==> config.mk <==
export PLATFORM = sky130hd
export DESIGN_NAME = ras_ctrl_flat
export DESIGN_NICKNAME = d
export VERILOG_FILES = /design/src/rtl/ras_ctrl_if.sv /design/src/rtl/ras_ctrl.sv /design/src/flat_wrapper.sv
export SDC_FILE = /design/constraint.sdc
export NUM_CORES = 1
export LEC_CHECK = 0
export ABC_AREA = 1
export CAP_MARGIN = 20
export CORE_UTILIZATION = 69
export CTS_CLUSTER_DIAMETER = 150
export DETAILED_ROUTE_END_ITERATION = 7
export DONT_BUFFER_PORTS = 1
export GPL_TIMING_DRIVEN = 0
export PLACE_DENSITY_LB_ADDON = 0.25
export SYNTH_ARGS = -nofsm -noshare
export SYNTH_HDL_FRONTEND = slang
export SYNTH_SLANG_ARGS = --single-unit
export TNS_END_PERCENT = 10
==> constraint.sdc <==
create_clock -name clk -period 2.75 [get_ports clk]
set_clock_uncertainty 0.1 [all_clocks]
set_input_delay 0.275 -clock clk [delete_from_list [all_inputs] [get_ports clk]]
set_output_delay 0.275 -clock clk [all_outputs]
set_load 0.05 [all_outputs]
==> src/rtl/ras_ctrl_if.sv <==
// Pipeline/call-stack side signals of the return-address-stack controller.
// The slave modport is the controller; the master modport is the pipeline/stack side driving it.
interface ras_ctrl_if #(
  parameter int unsigned DPT = 8,
  parameter int unsigned DW  = 32
);
  localparam int unsigned PTRW = $clog2(DPT);

  logic            i_adv;
  logic            i_fu_vld;
  logic            i_fu_is_call;
  logic            i_fu_is_ret;
  logic [DW-1:0]   i_fu_pc;
  logic            i_flush;
  logic [PTRW-1:0] i_stack_ptr;
  logic            i_stack_full;
  logic            i_stack_empty;
  logic [DW-1:0]   i_pop_data;

  logic            o_push_en;
  logic [DW-1:0]   o_push_data;
  logic            o_pop_en;
  logic            o_rbk_en;
  logic [PTRW-1:0] o_rbk_ptr;
  logic            o_rbk_full;
  logic            o_rbk_incr_ptr;
  logic [1:0]      o_spec_state;
  logic            o_pred_vld;
  logic [DW-1:0]   o_pred_addr;
  logic            o_stall;

  modport master (
    output i_adv, i_fu_vld, i_fu_is_call, i_fu_is_ret, i_fu_pc, i_flush,
           i_stack_ptr, i_stack_full, i_stack_empty, i_pop_data,
    input  o_push_en, o_push_data, o_pop_en, o_rbk_en, o_rbk_ptr, o_rbk_full,
           o_rbk_incr_ptr, o_spec_state, o_pred_vld, o_pred_addr, o_stall
  );

  modport slave (
    input  i_adv, i_fu_vld, i_fu_is_call, i_fu_is_ret, i_fu_pc, i_flush,
           i_stack_ptr, i_stack_full, i_stack_empty, i_pop_data,
    output o_push_en, o_push_data, o_pop_en, o_rbk_en, o_rbk_ptr, o_rbk_full,
           o_rbk_incr_ptr, o_spec_state, o_pred_vld, o_pred_addr, o_stall
  );
endinterface

==> src/rtl/ras_ctrl.sv <==
// Return-address-stack controller: pushes/pops the call stack at decode and
// tracks two speculative slots so a branch flush can roll the stack back.
module ras_ctrl #(
  parameter int unsigned DPT = 8,
  parameter int unsigned DW  = 32
) (
  input logic      clk,
  input logic      aresetn,
  ras_ctrl_if.slave bus
);
  localparam int unsigned PTRW = $clog2(DPT);

  typedef enum logic [1:0] {
    K_OTHER = 2'd0,
    K_CALL  = 2'd1,
    K_RET   = 2'd2
  } kind_e;

  typedef enum logic [1:0] {
    IDLE = 2'd0,
    RBK1 = 2'd1,
    RBK2 = 2'd2
  } state_e;

  typedef struct packed {
    logic            vld;
    kind_e           kind;
    logic [PTRW-1:0] ptr_snap;
    logic            full_snap;
  } slot_t;

  state_e          state;
  slot_t           slot_a;
  slot_t           slot_b;
  logic [PTRW-1:0] rbk_ptr;
  logic            rbk_full;
  logic [1:0]      rbk_spec;
  logic            rbk_en;
  logic            stall;

  kind_e           fu_kind;
  kind_e           kind_a;
  kind_e           kind_b;
  logic            accept;
  logic [1:0]      spec_now;
  logic [PTRW-1:0] sel_ptr;
  logic            sel_full;

  function automatic logic [1:0] spec_of(input kind_e kb, input kind_e ka);
    logic [1:0] s;
    s = 2'b00;
    if (ka == K_CALL) begin
      if (kb == K_CALL)     s = 2'b10;
      else if (kb == K_RET) s = 2'b11;
      else                  s = 2'b01;
    end else if (kb == K_CALL) begin
      s = 2'b01;
    end
    return s;
  endfunction

  always_comb begin
    fu_kind = K_OTHER;
    if (bus.i_fu_is_call)     fu_kind = K_CALL;
    else if (bus.i_fu_is_ret) fu_kind = K_RET;
  end

  // aresetn gates accept so the combinational push/pop/predict outputs are
  // also forced low while reset is held.
  assign accept = aresetn && bus.i_fu_vld && bus.i_adv && (state == IDLE) && !bus.i_flush;

  assign kind_a   = slot_a.vld ? slot_a.kind : K_OTHER;
  assign kind_b   = slot_b.vld ? slot_b.kind : K_OTHER;
  assign spec_now = spec_of(kind_b, kind_a);

  // The oldest live speculative op holds the stack state to restore.
  always_comb begin
    sel_ptr  = bus.i_stack_ptr;
    sel_full = bus.i_stack_full;
    if (slot_b.vld) begin
      sel_ptr  = slot_b.ptr_snap;
      sel_full = slot_b.full_snap;
    end else if (slot_a.vld) begin
      sel_ptr  = slot_a.ptr_snap;
      sel_full = slot_a.full_snap;
    end
  end

  assign bus.o_push_en      = accept && (fu_kind == K_CALL);
  assign bus.o_push_data    = bus.o_push_en ? (bus.i_fu_pc + DW'(4)) : '0;
  assign bus.o_pop_en       = accept && (fu_kind == K_RET);
  assign bus.o_pred_vld     = bus.o_pop_en && !bus.i_stack_empty;
  assign bus.o_pred_addr    = bus.o_pred_vld ? bus.i_pop_data : '0;
  assign bus.o_rbk_en       = rbk_en;
  assign bus.o_rbk_ptr      = rbk_ptr;
  assign bus.o_rbk_full     = rbk_full;
  assign bus.o_rbk_incr_ptr = 1'b0;
  assign bus.o_stall        = stall;
  assign bus.o_spec_state   = (state == IDLE) ? spec_now : rbk_spec;

  always_ff @(posedge clk or negedge aresetn) begin
    if (!aresetn) begin
      state    <= IDLE;
      slot_a   <= '0;
      slot_b   <= '0;
      rbk_ptr  <= '0;
      rbk_full <= 1'b0;
      rbk_spec <= '0;
      rbk_en   <= 1'b0;
      stall    <= 1'b0;
    end else begin
      case (state)
        IDLE: begin
          if (bus.i_flush) begin
            rbk_ptr    <= sel_ptr;
            rbk_full   <= sel_full;
            rbk_spec   <= spec_now;
            slot_a.vld <= 1'b0;
            slot_b.vld <= 1'b0;
            rbk_en     <= 1'b1;
            stall      <= 1'b1;
            state      <= RBK1;
          end else if (bus.i_adv) begin
            slot_b <= slot_a;
            if (accept) begin
              slot_a <= '{vld:       1'b1,
                          kind:      fu_kind,
                          ptr_snap:  bus.i_stack_ptr,
                          full_snap: bus.i_stack_full};
            end else begin
              slot_a.vld <= 1'b0;
            end
          end
        end
        RBK1: begin
          rbk_en <= 1'b0;
          state  <= RBK2;
        end
        RBK2: begin
          stall <= 1'b0;
          state <= IDLE;
        end
        default: begin
          rbk_en <= 1'b0;
          stall  <= 1'b0;
          state  <= IDLE;
        end
      endcase
    end
  end
endmodule

==> src/flat_wrapper.sv <==
// flat-port wrapper written by rule: the top's interface ports become plain ports
module ras_ctrl_flat 
#(
  parameter int unsigned DPT = 8,
  parameter int unsigned DW  = 32
)
  (clk, aresetn, bus_i_adv, bus_i_fu_vld, bus_i_fu_is_call, bus_i_fu_is_ret, bus_i_fu_pc, bus_i_flush, bus_i_stack_ptr, bus_i_stack_full, bus_i_stack_empty, bus_i_pop_data, bus_o_push_en, bus_o_push_data, bus_o_pop_en, bus_o_rbk_en, bus_o_rbk_ptr, bus_o_rbk_full, bus_o_rbk_incr_ptr, bus_o_spec_state, bus_o_pred_vld, bus_o_pred_addr, bus_o_stall);
  ras_ctrl_if #(.DPT(DPT), .DW(DW)) bus_i ();
  input logic clk;
  input logic aresetn;
  input wire logic [$bits(bus_i.i_adv)-1:0] bus_i_adv;
  input wire logic [$bits(bus_i.i_fu_vld)-1:0] bus_i_fu_vld;
  input wire logic [$bits(bus_i.i_fu_is_call)-1:0] bus_i_fu_is_call;
  input wire logic [$bits(bus_i.i_fu_is_ret)-1:0] bus_i_fu_is_ret;
  input wire logic [$bits(bus_i.i_fu_pc)-1:0] bus_i_fu_pc;
  input wire logic [$bits(bus_i.i_flush)-1:0] bus_i_flush;
  input wire logic [$bits(bus_i.i_stack_ptr)-1:0] bus_i_stack_ptr;
  input wire logic [$bits(bus_i.i_stack_full)-1:0] bus_i_stack_full;
  input wire logic [$bits(bus_i.i_stack_empty)-1:0] bus_i_stack_empty;
  input wire logic [$bits(bus_i.i_pop_data)-1:0] bus_i_pop_data;
  output wire logic [$bits(bus_i.o_push_en)-1:0] bus_o_push_en;
  output wire logic [$bits(bus_i.o_push_data)-1:0] bus_o_push_data;
  output wire logic [$bits(bus_i.o_pop_en)-1:0] bus_o_pop_en;
  output wire logic [$bits(bus_i.o_rbk_en)-1:0] bus_o_rbk_en;
  output wire logic [$bits(bus_i.o_rbk_ptr)-1:0] bus_o_rbk_ptr;
  output wire logic [$bits(bus_i.o_rbk_full)-1:0] bus_o_rbk_full;
  output wire logic [$bits(bus_i.o_rbk_incr_ptr)-1:0] bus_o_rbk_incr_ptr;
  output wire logic [$bits(bus_i.o_spec_state)-1:0] bus_o_spec_state;
  output wire logic [$bits(bus_i.o_pred_vld)-1:0] bus_o_pred_vld;
  output wire logic [$bits(bus_i.o_pred_addr)-1:0] bus_o_pred_addr;
  output wire logic [$bits(bus_i.o_stall)-1:0] bus_o_stall;
  assign bus_i.i_adv = bus_i_adv;
  assign bus_i.i_fu_vld = bus_i_fu_vld;
  assign bus_i.i_fu_is_call = bus_i_fu_is_call;
  assign bus_i.i_fu_is_ret = bus_i_fu_is_ret;
  assign bus_i.i_fu_pc = bus_i_fu_pc;
  assign bus_i.i_flush = bus_i_flush;
  assign bus_i.i_stack_ptr = bus_i_stack_ptr;
  assign bus_i.i_stack_full = bus_i_stack_full;
  assign bus_i.i_stack_empty = bus_i_stack_empty;
  assign bus_i.i_pop_data = bus_i_pop_data;
  assign bus_o_push_en = bus_i.o_push_en;
  assign bus_o_push_data = bus_i.o_push_data;
  assign bus_o_pop_en = bus_i.o_pop_en;
  assign bus_o_rbk_en = bus_i.o_rbk_en;
  assign bus_o_rbk_ptr = bus_i.o_rbk_ptr;
  assign bus_o_rbk_full = bus_i.o_rbk_full;
  assign bus_o_rbk_incr_ptr = bus_i.o_rbk_incr_ptr;
  assign bus_o_spec_state = bus_i.o_spec_state;
  assign bus_o_pred_vld = bus_i.o_pred_vld;
  assign bus_o_pred_addr = bus_i.o_pred_addr;
  assign bus_o_stall = bus_i.o_stall;
  ras_ctrl #(.DPT(DPT), .DW(DW)) u_core (.clk(clk), .aresetn(aresetn), .bus(bus_i));
endmodule
# == After elaboration in Yosys (flattened, before gate mapping) ==
# Index checks and enable logic that the tools add are counted.
# op_classes
n_mul,0
div_mod_pow,0
n_shift,0
bitwise_logic,3
add_sub_neg,1
n_eq_ne,8
magnitude_cmp,0
n_mux,26
reduce_logical,17
# op_table
cell,n
$mux 32,2
$add 32x3->32 const B,1
$mux 2,9
$mux 7,2
$eq 2x1->1 const B,4
$reduce_and 2->1,4
$logic_and 1x1->1,7
$mux 1,7
$eq 2x2->1 const B,3
$mux 3,2
$mux 6,1
$pmux 1 s2,2
$pmux 2 s2,1
$reduce_and 4->1,1
$not 1->1,3
$reduce_and 3->1,1
$logic_not 1->1,2
$logic_not 2->1,1
$ne 2x2->1 const B,1
$reduce_bool 2->1,1
# totals
rom_bits,0
elab_cells,69
latch_bits,0
n_memories,0
inputBits,76
out_inout_bits,76
ramBits,0
register_bits,24

# == Logic depth before layout (Yosys ltp) ==
# depth
ltp_word,7
mapped_depth,9
depth_no_buf,8

# == Worst setup path after synthesis ==
# No wires, ideal clock.
# synth_timing
path_kind,register to output
from,register u_core.slot_b[6] (netlist bit)
to,output bus_o_spec_state[0]
required_time_ns,2.375
stages_incl_launch_ff,7
arrival_time_ns,2.143
slack_ns,0.232
path_cell_list,dfrtp_1 > clkbuf_1 > nand2_1 > ha_1 > xnor2_1 > inv_1 > o21ai_0
# synth_between
elab_chain_len,5
word_cells_on_any_way,6
cone_classes,eq/ne (1); mux (5)
# synth_rtl
element,line_no,rtl
from (decl),ras_ctrl.sv:34,slot_t slot_b;
from (signal assigned),ras_ctrl.sv:124,slot_b <= slot_a;
$mux 2 *,ras_ctrl.sv:73,assign kind_b = slot_b.vld ? slot_b.kind : K_OTHER;
$eq 2x1->1 *,"ras_ctrl.sv:53, ras_ctrl.sv:56",
$mux 1 or $mux 2 (tied branches),"ras_ctrl.sv:56, ras_ctrl.sv:53",
$mux 2 *,ras_ctrl.sv:52,if (ka == K_CALL) begin
$mux 2 *,ras_ctrl.sv:99,assign bus.o_spec_state = (state == IDLE) ? spec_now : rbk_spec;
to (decl),flat_wrapper.sv:28,output wire logic [$bits(bus_i.o_spec_state)-1:0] bus_o_spec_state;
# Mark *: on every way between the ends. The rest lies on a longest branch, timed or not.

# == Worst setup path after layout ==
# layout_timing
from,register u_core.state[0]
to,output bus_o_pred_addr[1]
# layout_between
elab_chain_len,6
# layout_rtl
element,line_no,rtl
from (decl),ras_ctrl.sv:32,state_e state;
from (signal assigned),ras_ctrl.sv:103,state <= IDLE;
from (signal assigned),ras_ctrl.sv:122,state <= RBK1;
from (signal assigned),ras_ctrl.sv:137,state <= RBK2;
$logic_not 2->1,ras_ctrl.sv:70,assign accept = aresetn && bus.i_fu_vld && bus.i_adv && (state == IDLE) && !bus.i_flush;
$logic_and 1x1->1 (2 in a row),ras_ctrl.sv:70,
$logic_and 1x1->1,ras_ctrl.sv:91,assign bus.o_pop_en = accept && (fu_kind == K_RET);
named net bus_o_pop_en,flat_wrapper.sv:23,output wire logic [$bits(bus_i.o_pop_en)-1:0] bus_o_pop_en;
$logic_and 1x1->1,ras_ctrl.sv:92,assign bus.o_pred_vld = bus.o_pop_en && !bus.i_stack_empty;
$mux 32,ras_ctrl.sv:93,assign bus.o_pred_addr = bus.o_pred_vld ? bus.i_pop_data : '0;
to (decl),flat_wrapper.sv:30,output wire logic [$bits(bus_i.o_pred_addr)-1:0] bus_o_pred_addr;
# The timed path passes the listed nets, and every way through them passes these cells.

==> flow_summary.ini <==
[grt]
track_usage_pct = 32.7
overflow = 0
antenna_found_initial = 0
grt_pass1_wl_um = 8890
grt_start_max_net_pins = 25
grt_pass1_vias = 2158

[layout]
nets = 485
insertedDiodeCount = 0
area_delta_synth_final_pct = 9.57
multiInputGateArea_um2 = 1420
final_cell_mix = nand2_1, nor2_1, inv_1
final_common_cell = nand2_1
seq_area_um2 = 601
nFillCells = 245
drive_gt1_share_pct = 16.7
final_util_pct = 81.5

[timing]
hold_viol = 0
worst_slew_pin_slew_ns = 1.05
grt_setup_unrepaired = true
finalCritPeriodShare_pct = 99.5
fin_crit_ns = 2.74
timing.fmax_ghz = 0.366
maxSlewHeadroom_pct = 30.0
setup_viol = 0
setup_slack_ns = 0.0147
finalMaxSlewViolations = 0

[route]
wl_um = 6210
first_iter_violations = 161
viasPerCell = 5.44
vias = 2450
drc = 0
avgRoutedWirePerCell_um = 13.8
antenna_left = 0
first_pass_iters = 4

[clock_tree]
clk-insertion-delay-late_ns = 0.33
cts-root-buf = clkbuf_4
clock_sinks = 24
h-tree-depth = 1
clk_pin_slew_ns = 0.14
clockBufferDepth = 2
numCtsBuffers = 3
cts_tree = done

[setup_path]
cp_max_fo = 6
critical_path.top_delay_family = simple AND/OR/NAND/NOR gates
r2r_setup_slack_ns = 1.14
timing.rr.end = u_core.bus.o_rbk_full
critPathArrivalTime_ns = 2.36
r2r-start = u_core.state[0]
end_kind = output port
r2r_cells = 7
crit_path_cell_trace = nor2_4 > nand3_2 > inv_2 > nand3_2 > inv_2 > nand2_4 > nor2_1
critical-path-slowest-cell = nor2_1
critPathKind = reg -> out
slowest_delay_ns = 0.70
path_buf_inv = 2
startpoint_type = register
cp.required_ns = 2.38

[die]
dieArea_um2 = 3610
num_rows = 20
die_y_um = 60.1
dieWidth_um = 60.1
start_util_pct = 74.4
core_area_um2 = 3130
ios = 152

[yosys]
syn_area_um2 = 2330
synth_nets = 474
synth_area_leaders = dfrtp_1, nand2_1, nor2_1, inv_1, nor2_2
ys_ff_latch = 24
synth_area_leader_cell = dfrtp_1
synth_top_area_share_pct = 25.8
async_reset_ff_share_pct = 100
ys_types = 26
avgSynthCellArea_um2 = 5.87
yosysSeqAreaShare_pct = 25.8
ys_warn_count = 0
synth_cells = 396
synth_edf_count = 0
ys.flop_type = dfrtp_1

[pwr]
combPwrFrac_pct = 24.0
pwr-share-clk_pct = 23.2
intPower_mw = 0.678
leakagePower_nw = 1.25
power_mw = 1.12
seqPwrFrac_pct = 52.8
vdd_ir_drop_max_mv = 0.255
power_density_nw_per_um2 = 439
p_sw_mw = 0.440
swShare_pct = 39.4

[hold_path]
hold_path_end = u_core.slot_a[5]
min-delay-start = bus_i_fu_is_ret
hold_depth = 2
holdCritPathClass = in -> reg

[placed_design]
gp_congestion = 0.866
portBuffers = 0
pre_cts_slack_ns = 0.347
dpl.hpwl_um = 4650

[run]
drv_cap = 0

[run_status]
status = complete, no violations
==> routing by layer <==
layer	vias up	share of wire (%)	global-route usage [%]
li1	1198	-	-
met1	1106	37	36.6
met5	-	0	0
met4	0	2.9	15.3
met2	129	51	59.4
met3	17	8.6	5.63
==> how the worst max path moves through the flow <==
stage                     start                  end  slack [ns]  cells after the start
6_report        u_core.state[0]   bus_o_pred_addr[1]        0.01                      7
2_1_floorplan  u_core.slot_b[6]  bus_o_spec_state[0]        0.23                      6
3_5_place_dp    u_core.state[0]  bus_o_pred_addr[31]        0.35                      7
5_1_grt         u_core.state[0]   bus_o_pred_addr[1]       -0.09                      7
3_3_place_gp   u_core.slot_b[6]  bus_o_spec_state[0]        0.07                      6
4_1_cts         u_core.state[0]  bus_o_push_data[23]       0.006                      6
==> power by group through the flow <==
stage          clock [mW]  combinational [mW]  sequential (mW)
4_1_cts             0.259               0.251            0.587
3_3_place_gp            0               0.223            0.591
6_report            0.260               0.268            0.590
5_1_grt             0.272               0.302            0.599
2_1_floorplan           0               0.198            0.582
3_5_place_dp            0               0.236            0.594
==> flip-flops by register name (all words and copies together), names as in the netlist <==
| name | flops |
|---|---|
| u_core.slot_a | 7 |
| u_core.slot_b | 7 |
| u_core.state | 2 |
| u_core.bus.o_rbk_ptr | 3 |
| u_core.rbk_spec | 2 |
| u_core.bus.o_rbk_full | 1 |
| u_core.bus.o_rbk_en | 1 |
| u_core.bus.o_stall | 1 |
==> Yosys cell counts (all sizes together) (2+ instances only) <==
| cell | number |
|---|---|
| and2 | 2 |
| dfrtp | 24 |
| nand3 | 13 |
| o21ai | 26 |
| nor3 | 4 |
| nand2 | 93 |
| inv | 72 |
| buf | 8 |
| clkbuf | 2 |
| nor2 | 119 |
| ha | 2 |
| xnor2 | 6 |
| a21oi | 17 |
| xor2 | 4 |
==> stage by stage <==
step | cell area (um^2) | cells | setup TNS (ns) | hold WS (ns)
floorplan | 2330 | 396 | 0 | -0.121
detailed placement | 2380 | 440 | 0 | -0.120
CTS | 2490 | 449 | 0 | 0.0469
global placement | 2380 | 440 | 0 | -0.120
global route | 2550 | 450 | -0.364 | 0.0638
finish | 2550 | 450 | 0 | 0.0480
==> cells by family after synthesis <==
group / after synthesis / synth area share, %
AO/OA/AOI/OAI: 45 / 9.84
XOR/XNOR: 10 / 3.77
adder cells (fa/ha/maj): 2 / 1.08
buffers and inverters: 82 / 14.7
flip-flops: 24 / 25.8
other: 1 / 0.161
AND/OR/NAND/NOR: 232 / 44.6
==> worst register-to-register path: cells and delay by family (launching register included) <==
family	cells	cell delay (ns)
and+or+nand+nor	3	0.42
DFF	1	0.44
buffers and inverters	3	0.41
AOI/OAI and AO/OA	1	0.12
==> what timing repair did <==
action                                  4_1_cts  5_1_grt
endpoints found under the setup margin        4       31
endpoints found under the hold margin        28        0
gates resized for setup                       4        9
setup buffers                                 0        0
hold buffers                                  5        0
pin swaps                                     0        0
==> cell type report <==
type	instances	share of cell area [%]
clock buffers	3	0.884
repair buffers	6	3.04
clock inverters	1	1.18
well taps	44	2.16
plain buffers	10	2.80
flip-flops and latches	24	23.6
inverters	72	10.6
multi-input cells	290	55.8
Note: power is estimated with default switching activity, not from simulation.
